===== config.mk =====
export PLATFORM = sky130hd
export DESIGN_NAME = find_pivot_col
export DESIGN_NICKNAME = d
export VERILOG_FILES = /design/src/rtl/lp_pkg.sv /design/src/rtl/fp32_neg_mag_cmp.sv /design/src/rtl/find_pivot_col.sv
export SDC_FILE = /design/constraint.sdc
export NUM_CORES = 1
export LEC_CHECK = 0
export BUFFER_PORTS_ARGS = -buffer_cell sky130_fd_sc_hd__buf_2
export CORE_MARGIN = 10
export CORE_UTILIZATION = 25
export DETAILED_ROUTE_END_ITERATION = 10
export PLACE_DENSITY_LB_ADDON = 0.05
export SYNTH_ARGS = -nofsm -noshare
export SYNTH_HDL_FRONTEND = slang
export SYNTH_SLANG_ARGS = --single-unit
export TNS_END_PERCENT = 100

===== constraint.sdc =====
create_clock -name clk -period 7.2 [get_ports clk]
set_input_delay 1.44 -clock clk [delete_from_list [all_inputs] [get_ports clk]]
set_output_delay 1.44 -clock clk [all_outputs]
set_load 0.005 [all_outputs]

===== src/rtl/lp_pkg.sv =====
// Shared constants and types for the simplex pivot-column search.
// Sizes, FSM encoding and the fp32 exponent marker for NaN/Inf.
package lp_pkg;

  localparam int DATAW = 32;
  localparam int IDXW  = 16;
  localparam int EXPW  = 8;

  localparam logic [EXPW-1:0] EXP_ONES = 8'hFF;

  typedef enum logic [1:0] {
    SCAN   = 2'd0,
    DECIDE = 2'd1,
    DONE   = 2'd2
  } state_t;

endpackage


===== src/rtl/fp32_neg_mag_cmp.sv =====
// Eligibility and magnitude compare of one fp32 candidate
// against the most negative value held so far.
module fp32_neg_mag_cmp
    import lp_pkg::*;
#(
    parameter int DATAW = lp_pkg::DATAW
) (
    input  logic [DATAW-1:0] cand,
    input  logic [DATAW-2:0] best_mag,
    input  logic             have_best,
    output logic             eligible,
    output logic             take,
    output logic             nonfinite
);

    logic [DATAW-2:0] mag;
    logic [EXPW-1:0]  expo;

    assign mag       = cand[DATAW-2:0];
    assign expo      = cand[DATAW-2 -: EXPW];
    assign nonfinite = (expo == EXP_ONES);

    // -0.0 has sign set but zero magnitude and must not qualify
    assign eligible = cand[DATAW-1] && (|mag);

    // Strict greater keeps the earlier index on ties
    assign take = eligible && (!have_best || (mag > best_mag));

endmodule


===== src/rtl/find_pivot_col.sv =====
// Streams the objective row and picks the most negative coefficient
// as the entering column, or flags optimal/error termination.
module find_pivot_col #(
    parameter int DATAW = 32
) (
    input  logic             clk,
    input  logic             resetn,
    input  logic [15:0]      num_cols,
    input  logic [DATAW-1:0] S_AXIS_OBJROW_TDATA,
    input  logic             S_AXIS_OBJROW_TVALID,
    output logic             S_AXIS_OBJROW_TREADY,
    output logic [15:0]      pivot_col,
    output logic [DATAW-1:0] pivot_val,
    output logic             cont,
    output logic             terminate,
    output logic             error
);

    import lp_pkg::*;

    state_t           state_q, state_d;
    logic [IDXW-1:0]  cnt_q, cnt_d;
    logic [IDXW-1:0]  best_idx_q, best_idx_d;
    logic [DATAW-1:0] best_val_q, best_val_d;
    logic             found_q, found_d;
    logic             err_q, err_d;
    logic [IDXW-1:0]  pivot_col_q, pivot_col_d;
    logic [DATAW-1:0] pivot_val_q, pivot_val_d;
    logic             cont_q, cont_d;
    logic             term_q, term_d;
    logic             error_q, error_d;

    logic cols_ok, beat, last, is_cand;
    logic elig, take, nonfin;

    assign cols_ok = (num_cols >= 16'd2);
    assign S_AXIS_OBJROW_TREADY = (state_q == SCAN) && resetn && cols_ok;
    assign beat    = S_AXIS_OBJROW_TVALID && S_AXIS_OBJROW_TREADY;
    assign last    = (cnt_q == num_cols - 16'd1);
    assign is_cand = (cnt_q < num_cols - 16'd1);

    fp32_neg_mag_cmp #(.DATAW(DATAW)) u_cmp (
        .cand      (S_AXIS_OBJROW_TDATA),
        .best_mag  (best_val_q[DATAW-2:0]),
        .have_best (found_q),
        .eligible  (elig),
        .take      (take),
        .nonfinite (nonfin)
    );

    always_comb begin
        state_d     = state_q;
        cnt_d       = cnt_q;
        best_idx_d  = best_idx_q;
        best_val_d  = best_val_q;
        found_d     = found_q;
        err_d       = err_q;
        pivot_col_d = pivot_col_q;
        pivot_val_d = pivot_val_q;
        cont_d      = cont_q;
        term_d      = term_q;
        error_d     = error_q;
        unique case (state_q)
            SCAN: begin
                if (!cols_ok) begin
                    term_d  = 1'b1;
                    error_d = 1'b1;
                    state_d = DONE;
                end else if (beat) begin
                    cnt_d = cnt_q + 16'd1;
                    if (nonfin) err_d = 1'b1;
                    if (is_cand && take) begin
                        best_val_d = S_AXIS_OBJROW_TDATA;
                        best_idx_d = cnt_q;
                        found_d    = 1'b1;
                    end
                    if (last) state_d = DECIDE;
                end
            end
            DECIDE: begin
                state_d = DONE;
                if (err_q) begin
                    term_d  = 1'b1;
                    error_d = 1'b1;
                end else if (found_q) begin
                    cont_d      = 1'b1;
                    pivot_col_d = best_idx_q;
                    pivot_val_d = best_val_q;
                end else begin
                    term_d = 1'b1;
                end
            end
            DONE: begin
            end
            default: state_d = SCAN;
        endcase
    end

    always_ff @(posedge clk or negedge resetn) begin
        if (!resetn) begin
            state_q     <= SCAN;
            cnt_q       <= '0;
            best_idx_q  <= '0;
            best_val_q  <= '0;
            found_q     <= 1'b0;
            err_q       <= 1'b0;
            pivot_col_q <= '0;
            pivot_val_q <= '0;
            cont_q      <= 1'b0;
            term_q      <= 1'b0;
            error_q     <= 1'b0;
        end else begin
            state_q     <= state_d;
            cnt_q       <= cnt_d;
            best_idx_q  <= best_idx_d;
            best_val_q  <= best_val_d;
            found_q     <= found_d;
            err_q       <= err_d;
            pivot_col_q <= pivot_col_d;
            pivot_val_q <= pivot_val_d;
            cont_q      <= cont_d;
            term_q      <= term_d;
            error_q     <= error_d;
        end
    end

    assign pivot_col = pivot_col_q;
    assign pivot_val = pivot_val_q;
    assign cont      = cont_q;
    assign terminate = term_q;
    assign error     = error_q;

endmodule


# Word-level counts from Yosys, hierarchy flattened
# Cells that the tools add are included.
# W data, S select, Z words.
dict set report classes {
  addsub 2
  order_cmp 3
  eq_ne 9
  n_mux 10
  bitwise 2
  reduce_logical 18
}
# op n
set ops {}
lappend ops {{$gt A31 B31 Y1} 1}
lappend ops {{$reduce_or A31 Y1} 1}
lappend ops {{$add A16 B1 Y16 const B} 1}
lappend ops {{$eq A16 B16 Y1} 1}
lappend ops {{$ge A16 B2 Y1 const B} 1}
lappend ops {{$lt A16 B16 Y1} 1}
lappend ops {{$sub A16 B1 Y16 const B} 1}
lappend ops {{$reduce_and A3 Y1} 5}
lappend ops {{$ne A3 B3 Y1 const B} 3}
lappend ops {{$eq A8 B8 Y1 const B} 1}
lappend ops {{$reduce_and A4 Y1} 2}
lappend ops {{$logic_and A1 B1 Y1} 6}
lappend ops {{$mux W2} 3}
lappend ops {{$pmux W2 S3} 1}
lappend ops {{$mux W1} 4}
lappend ops {{$ne A2 B2 Y1 const B} 2}
lappend ops {{$pmux W1 S2} 2}
lappend ops {{$eq A2 B1 Y1 const B} 1}
lappend ops {{$eq A2 B2 Y1 const B} 1}
lappend ops {{$logic_not A2 Y1} 1}
lappend ops {{$not A1 Y1} 2}
lappend ops {{$reduce_bool A2 Y1} 1}
lappend ops {{$logic_not A1 Y1} 1}
lappend ops {{$logic_or A1 B1 Y1} 1}
dict set report totals {
  ff_bits 119
  input_bits 51
  out_inout_bits 52
  elab_cells 55
}

# Longest topological paths before layout
dict set report logic_depth {
  ltp_word 7
  depth_mapped 15
}

# By module
# From an unflattened synthesis, not the netlist that was laid out.
dict set report hier_totals {
  cells_unflattened 496
  area_unflattened_um2 6080.8
}
# module n_inst cells_each area_each_um2
set by_module_without_submodules {}
lappend by_module_without_submodules {find_pivot_col 1 372 5205.0}
lappend by_module_without_submodules {fp32_neg_mag_cmp 1 124 875.8}

# Worst setup path before layout
# No wires, ideal clock.
dict set report synth_timing {
  path_kind {in2reg}
  start {input port num_cols[4]}
  end {register best_val_q[10]}
  t_arrival_ns 4.910
  required_time_ns 7.075
  setup_slack_ns 2.165
  path_stages 15
  path_buffers 2
  path_cell_list {or4_4 or2_2 or3_1 nor2_1 nand2_1 xor2_1 ha_1 a211oi_1 o22ai_1 nor4b_1 o221ai_1 a211oi_2 buf_6 buf_6 mux2_4}
}
dict set report synth_between {
  elab_chain_len 4
  elab_cells_between_ends 7
}
# item line_no
set synth_lines {}
lappend synth_lines {{start: declaration} find_pivot_col.sv:8} ;# input logic [15:0] num_cols,
lappend synth_lines {{$sub A16 B1 Y16 or $ge A16 B2 Y1 (tied branches)} {find_pivot_col.sv:40, find_pivot_col.sv:36}}
lappend synth_lines {{$lt A16 B16 Y1 or $logic_and A1 B1 Y1 (tied branches)} {find_pivot_col.sv:40, find_pivot_col.sv:37}}
lappend synth_lines {{$logic_and A1 B1 Y1 (on tied branches)} {find_pivot_col.sv:72, find_pivot_col.sv:38}}
lappend synth_lines {{$reduce_and A4 Y1 (no source line) *} --}
lappend synth_lines {{end signal: assignment} find_pivot_col.sv:116} ;# best_val_q <= best_val_d;
lappend synth_lines {{end: declaration} find_pivot_col.sv:24} ;# logic [DATAW-1:0] best_val_q, best_val_d;
# Every way passes the cells marked *; elsewhere a longest branch is shown, timed or not.
# A chain may end at the register's enable or synchronous reset.

# Worst setup path in the final report
dict set report layout_timing {
  start {input port num_cols[4]}
  end {register best_idx_q[0]}
}
dict set report layout_between {
  elab_chain_len 4
  elab_cells_between_ends 7
}
# item line_no
set layout_lines {}
lappend layout_lines {{$sub A16 B1 Y16 or $ge A16 B2 Y1 (tied branches)} {find_pivot_col.sv:40, find_pivot_col.sv:36}}
lappend layout_lines {{$lt A16 B16 Y1 or $logic_and A1 B1 Y1 (tied branches)} {find_pivot_col.sv:40, find_pivot_col.sv:37}}
lappend layout_lines {{$logic_and A1 B1 Y1 (on tied branches)} {find_pivot_col.sv:72, find_pivot_col.sv:38}}
lappend layout_lines {{$reduce_and A4 Y1 (no source line) *} --}
lappend layout_lines {{end signal: assignment} find_pivot_col.sv:115} ;# best_idx_q <= best_idx_d;
lappend layout_lines {{end: declaration} find_pivot_col.sv:23} ;# logic [IDXW-1:0] best_idx_q, best_idx_d;
# Marked as above.

==> summary.md <==
| Metric | Value |
|---|---|
| Die area | 31100 µm² |
| Top Metal Used | met4 |
| RSZ-0062 raised after global routing | no |
| Placer's final routability congestion estimate | 0.758 |
| I/O pins | 103 |
| Sw power | 0.000657 W |
| Clock group share of total power | 37.7% |
| Wl on met1 | 7500 µm |
| CTS buffer count | 17 |
| Fillcell total | 2501 |
| Drt initial violations | 190 |
| Combinational share of power | 22.1% |
| Maximum vdd drop | 126 µV |
| Mapped cell area | 6110 µm² |
| Internal power | 0.00158 W |
| Largest net degree at the start of global routing | 62 |
| Syn Area/Cell | 12.4 µm² |
| Die span in x | 176 µm |
| DP Area | 7000 µm² |
| Area grow syn2layout | 24.3% |
| Worst slew margin | 46.3% |
| Worst skew pair latency | 0.41 ns |
| First-pass GRT wire length | 25400 µm |
| Crit Path Class | in2reg |
| Seq pwr share | 40.3% |
| Final ANT Viol Nets | 0 |
| CTS H-tree depth | 4 |
| Worst R2R Setup Slack | 4.13 ns |
| Lkg Pwr | 3.80 nW |
| Vias in the first global route | 4473 |
| Max-slew violation count | 0 |
| Ys flop type | dfrtp_1 |
| Metal3 WL | 789 µm |
| WL met2 | 6970 µm |
| Setup WS pre-CTS | 1.37 ns |
| Sw Ratio | 29.4% |
| Num Clock Sinks | 119 |
| CTS Root Cell | clkbuf_16 |
| Count of cell types in the netlist | 44 |
| Hold buffer count at CTS | 0 |
| Vias post-DR | 4112 |
| HP Class | reg2reg |
| Hold depth | 1 |
| TritonCTS clock tree | yes |
| Share of layout cells above drive strength 1 | 39.4% |
| Post-synth EDFFs | 0 |
| Syn Nets | 595 |
| Final nets | 708 |
| Final Setup Violations | 0 |
| Pwr/cell area | 294 nW/µm² |
| CTS resizes | 0 |
| YS warnings | 0 |
| DP HPWL | 11800 µm |
| DRC | 0 |
| Max-cap viol count | 0 |
| Critical Path Fanout Max | 31 |
| Post-synthesis sequential area ratio | 48.8% |
| Via density | 4.36 |
| Core region area | 24200 µm² |
| Worst EP arrival | 5.71 ns |
| Fin crit share | 75.2% |
| Gr ovfl total | 0 |
| Fin. Hold Viols | 0 |
| Final WS setup | 1.78 ns |
| Diodes inserted | 0 |
| WP data required | 7.49 ns |
| Max Freq | 185 MHz |
| Initial Utilization | 25.3% |
| Num rows | 57 |
| Mapped Cells | 494 |
| Critical Path End Type | flop |
| Post-CTS Setup Inserts | 0 |
| Post-synth ARST share | 100% |
| Outcome | complete, no violations |
| Worst-path clk slew | 0.06 ns |
| CP Launch Type | input port |
| Worst R2R Path Depth | 8 |
| Initial antenna violation count | 0 |
| DRT Pass-1 Iters | 4 |
| Register Area | 2980 µm² |
| Sum of negative setup slack | 0 ns |
| Die height | 176 µm |
| Worst-Margin Slew | 0.805 ns |
| WL/cell | 16.4 µm |
| Total global-route track usage | 10.3% |
| Port Buf Inserts | 102 |
| Area of the multi-input gates | 2930 µm² |
| Seq cells post-synth | 119 |
| CTS max path bufs | 2 |
| Fin area | 7590 µm² |
| Clock Skew | 0.0106 ns |
| Minimum clock period | 5.42 ns |
| Routed wire length | 15500 µm |
## worst max-delay path: stages
cell and delay (ns):
buf_2 0.13, or4_4 0.55, or2_2 0.31, or3_1 0.36, nor2_1 0.20, nand2_1 0.09, xor2_1 0.15, ha_1 0.29
a211oi_1 0.26, o22ai_1 0.12, nor4b_1 0.37, o221ai_1 0.29, a211oi_4 0.22, buf_4 0.49, mux2_2 0.40
## state kept, by name, summed over array words and instances, names as in the netlist
signal / cells
best_val_q: 32
pivot_val: 32
best_idx_q: 16
cnt_q: 16
pivot_col: 16
state_q: 2
cont: 1
err_q: 1
error: 1
found_q: 1
terminate: 1
## per-layer routing
layer	global-route usage, %	up-vias
met3	3.25	17
met1	13.7	1990
met2	15.7	84
met5	0	-
met4	3.43	0
li1	-	2021
## final timing paths
path / startpoint / end
min: cont$_DFFE_PN0P_ / cont$_DFFE_PN0P_
min reg2reg: cont$_DFFE_PN0P_ / cont$_DFFE_PN0P_
min in group asynchronous: resetn / pivot_val[21]$_DFFE_PN0P_
max in group asynchronous: resetn / cnt_q[15]$_DFFE_PN0P_
max: num_cols[4] / best_idx_q[0]$_DFFE_PN0P_
max reg2reg: cnt_q[13]$_DFFE_PN0P_ / best_idx_q[0]$_DFFE_PN0P_
## cells in the final DEF (no fill, tap or decap), types with 5 or more instances in the layout
cell,synthesis,routed
dfrtp_1,119,119
nand4_1,18,18
mux2_4,19,19
ha_1,50,50
inv_1,35,35
a21o_1,6,6
xor2_1,10,10
mux2_2,77,77
nor3_1,10,10
and3_1,7,7
clkinv_4,0,5
clkbuf_16,0,17
nor2_1,21,20
xnor2_1,19,19
nor4_1,11,11
buf_2,2,101
a21oi_1,16,16
buf_4,0,6
nand3_1,13,13
nand2_1,16,16
## cell families after synthesis
kind of cell	synth area share, %
AO/OA/AOI/OAI	4.55
XOR/XNOR	4.16
adder cells (fa/ha/maj)	10.2
buffers and inverters	3.48
flip-flops	48.8
multiplexers	19.0
AND/OR/NAND/NOR	9.77
## stage by stage
| stage | total power [W] | hold WS, ns | utilization, % | cells |
|---|---|---|---|---|
| after floorplan | 0.00125 | 0.432 | - | 494 |
| after global placement | 0.00141 | 0.447 | 28.9 | 912 |
| after detailed placement | 0.00141 | 0.454 | 28.9 | 912 |
| after CTS | 0.00228 | 0.467 | 31.4 | 944 |
| after global routing | 0.00239 | 0.497 | 31.4 | 944 |
| final | 0.00223 | 0.463 | 31.4 | 944 |
## Yosys cell counts, types with 2 or more instances
| master | instances | area share, % |
|---|---|---|
| nand4_1 | 18 | 1.8 |
| nand3_1 | 13 | 1.1 |
| buf_6 | 4 | 0.74 |
| a211oi_1 | 4 | 0.49 |
| buf_2 | 2 | 0.16 |
| a21oi_1 | 16 | 1.3 |
| nor4b_1 | 2 | 0.29 |
| dfrtp_1 | 119 | 49 |
| inv_1 | 35 | 2.2 |
| o21ai_0 | 3 | 0.25 |
| xnor2_1 | 19 | 2.7 |
| buf_1 | 4 | 0.25 |
| ha_1 | 50 | 10 |
| and3_1 | 7 | 0.72 |
| or2_2 | 3 | 0.31 |
| a21o_1 | 6 | 0.74 |
| nor4_1 | 11 | 1.1 |
| nand2b_1 | 2 | 0.20 |
| nand3b_1 | 2 | 0.25 |
| nand2_1 | 16 | 0.98 |
| nor3_1 | 10 | 0.82 |
| xor2_1 | 10 | 1.4 |
| nor2_1 | 21 | 1.3 |
| mux2_4 | 19 | 4.7 |
| clkbuf_1 | 3 | 0.18 |
| mux2_2 | 77 | 14 |
## power groups by stage
stage / combinational (W) / clock (W) / sequential, W
final: 0.000493 / 0.000841 / 0.000900
after global routing: 0.000568 / 0.000903 / 0.000924
after CTS: 0.000501 / 0.000871 / 0.000905
after detailed placement: 0.000498 / 0 / 0.000916
after global placement: 0.000490 / 0 / 0.000917
after floorplan: 0.000386 / 0 / 0.000867
## final cells by class
class | count | share of cell area, %
clock inverter | 14 | 2.01
tap | 324 | 5.34
clock buffer | 18 | 5.79
timing repair buffer | 107 | 7.25
sequential | 119 | 39.2
multi-input combinational | 327 | 38.6
inverter | 35 | 1.73
No activity file was read; power rests on OpenSTA's default activity.
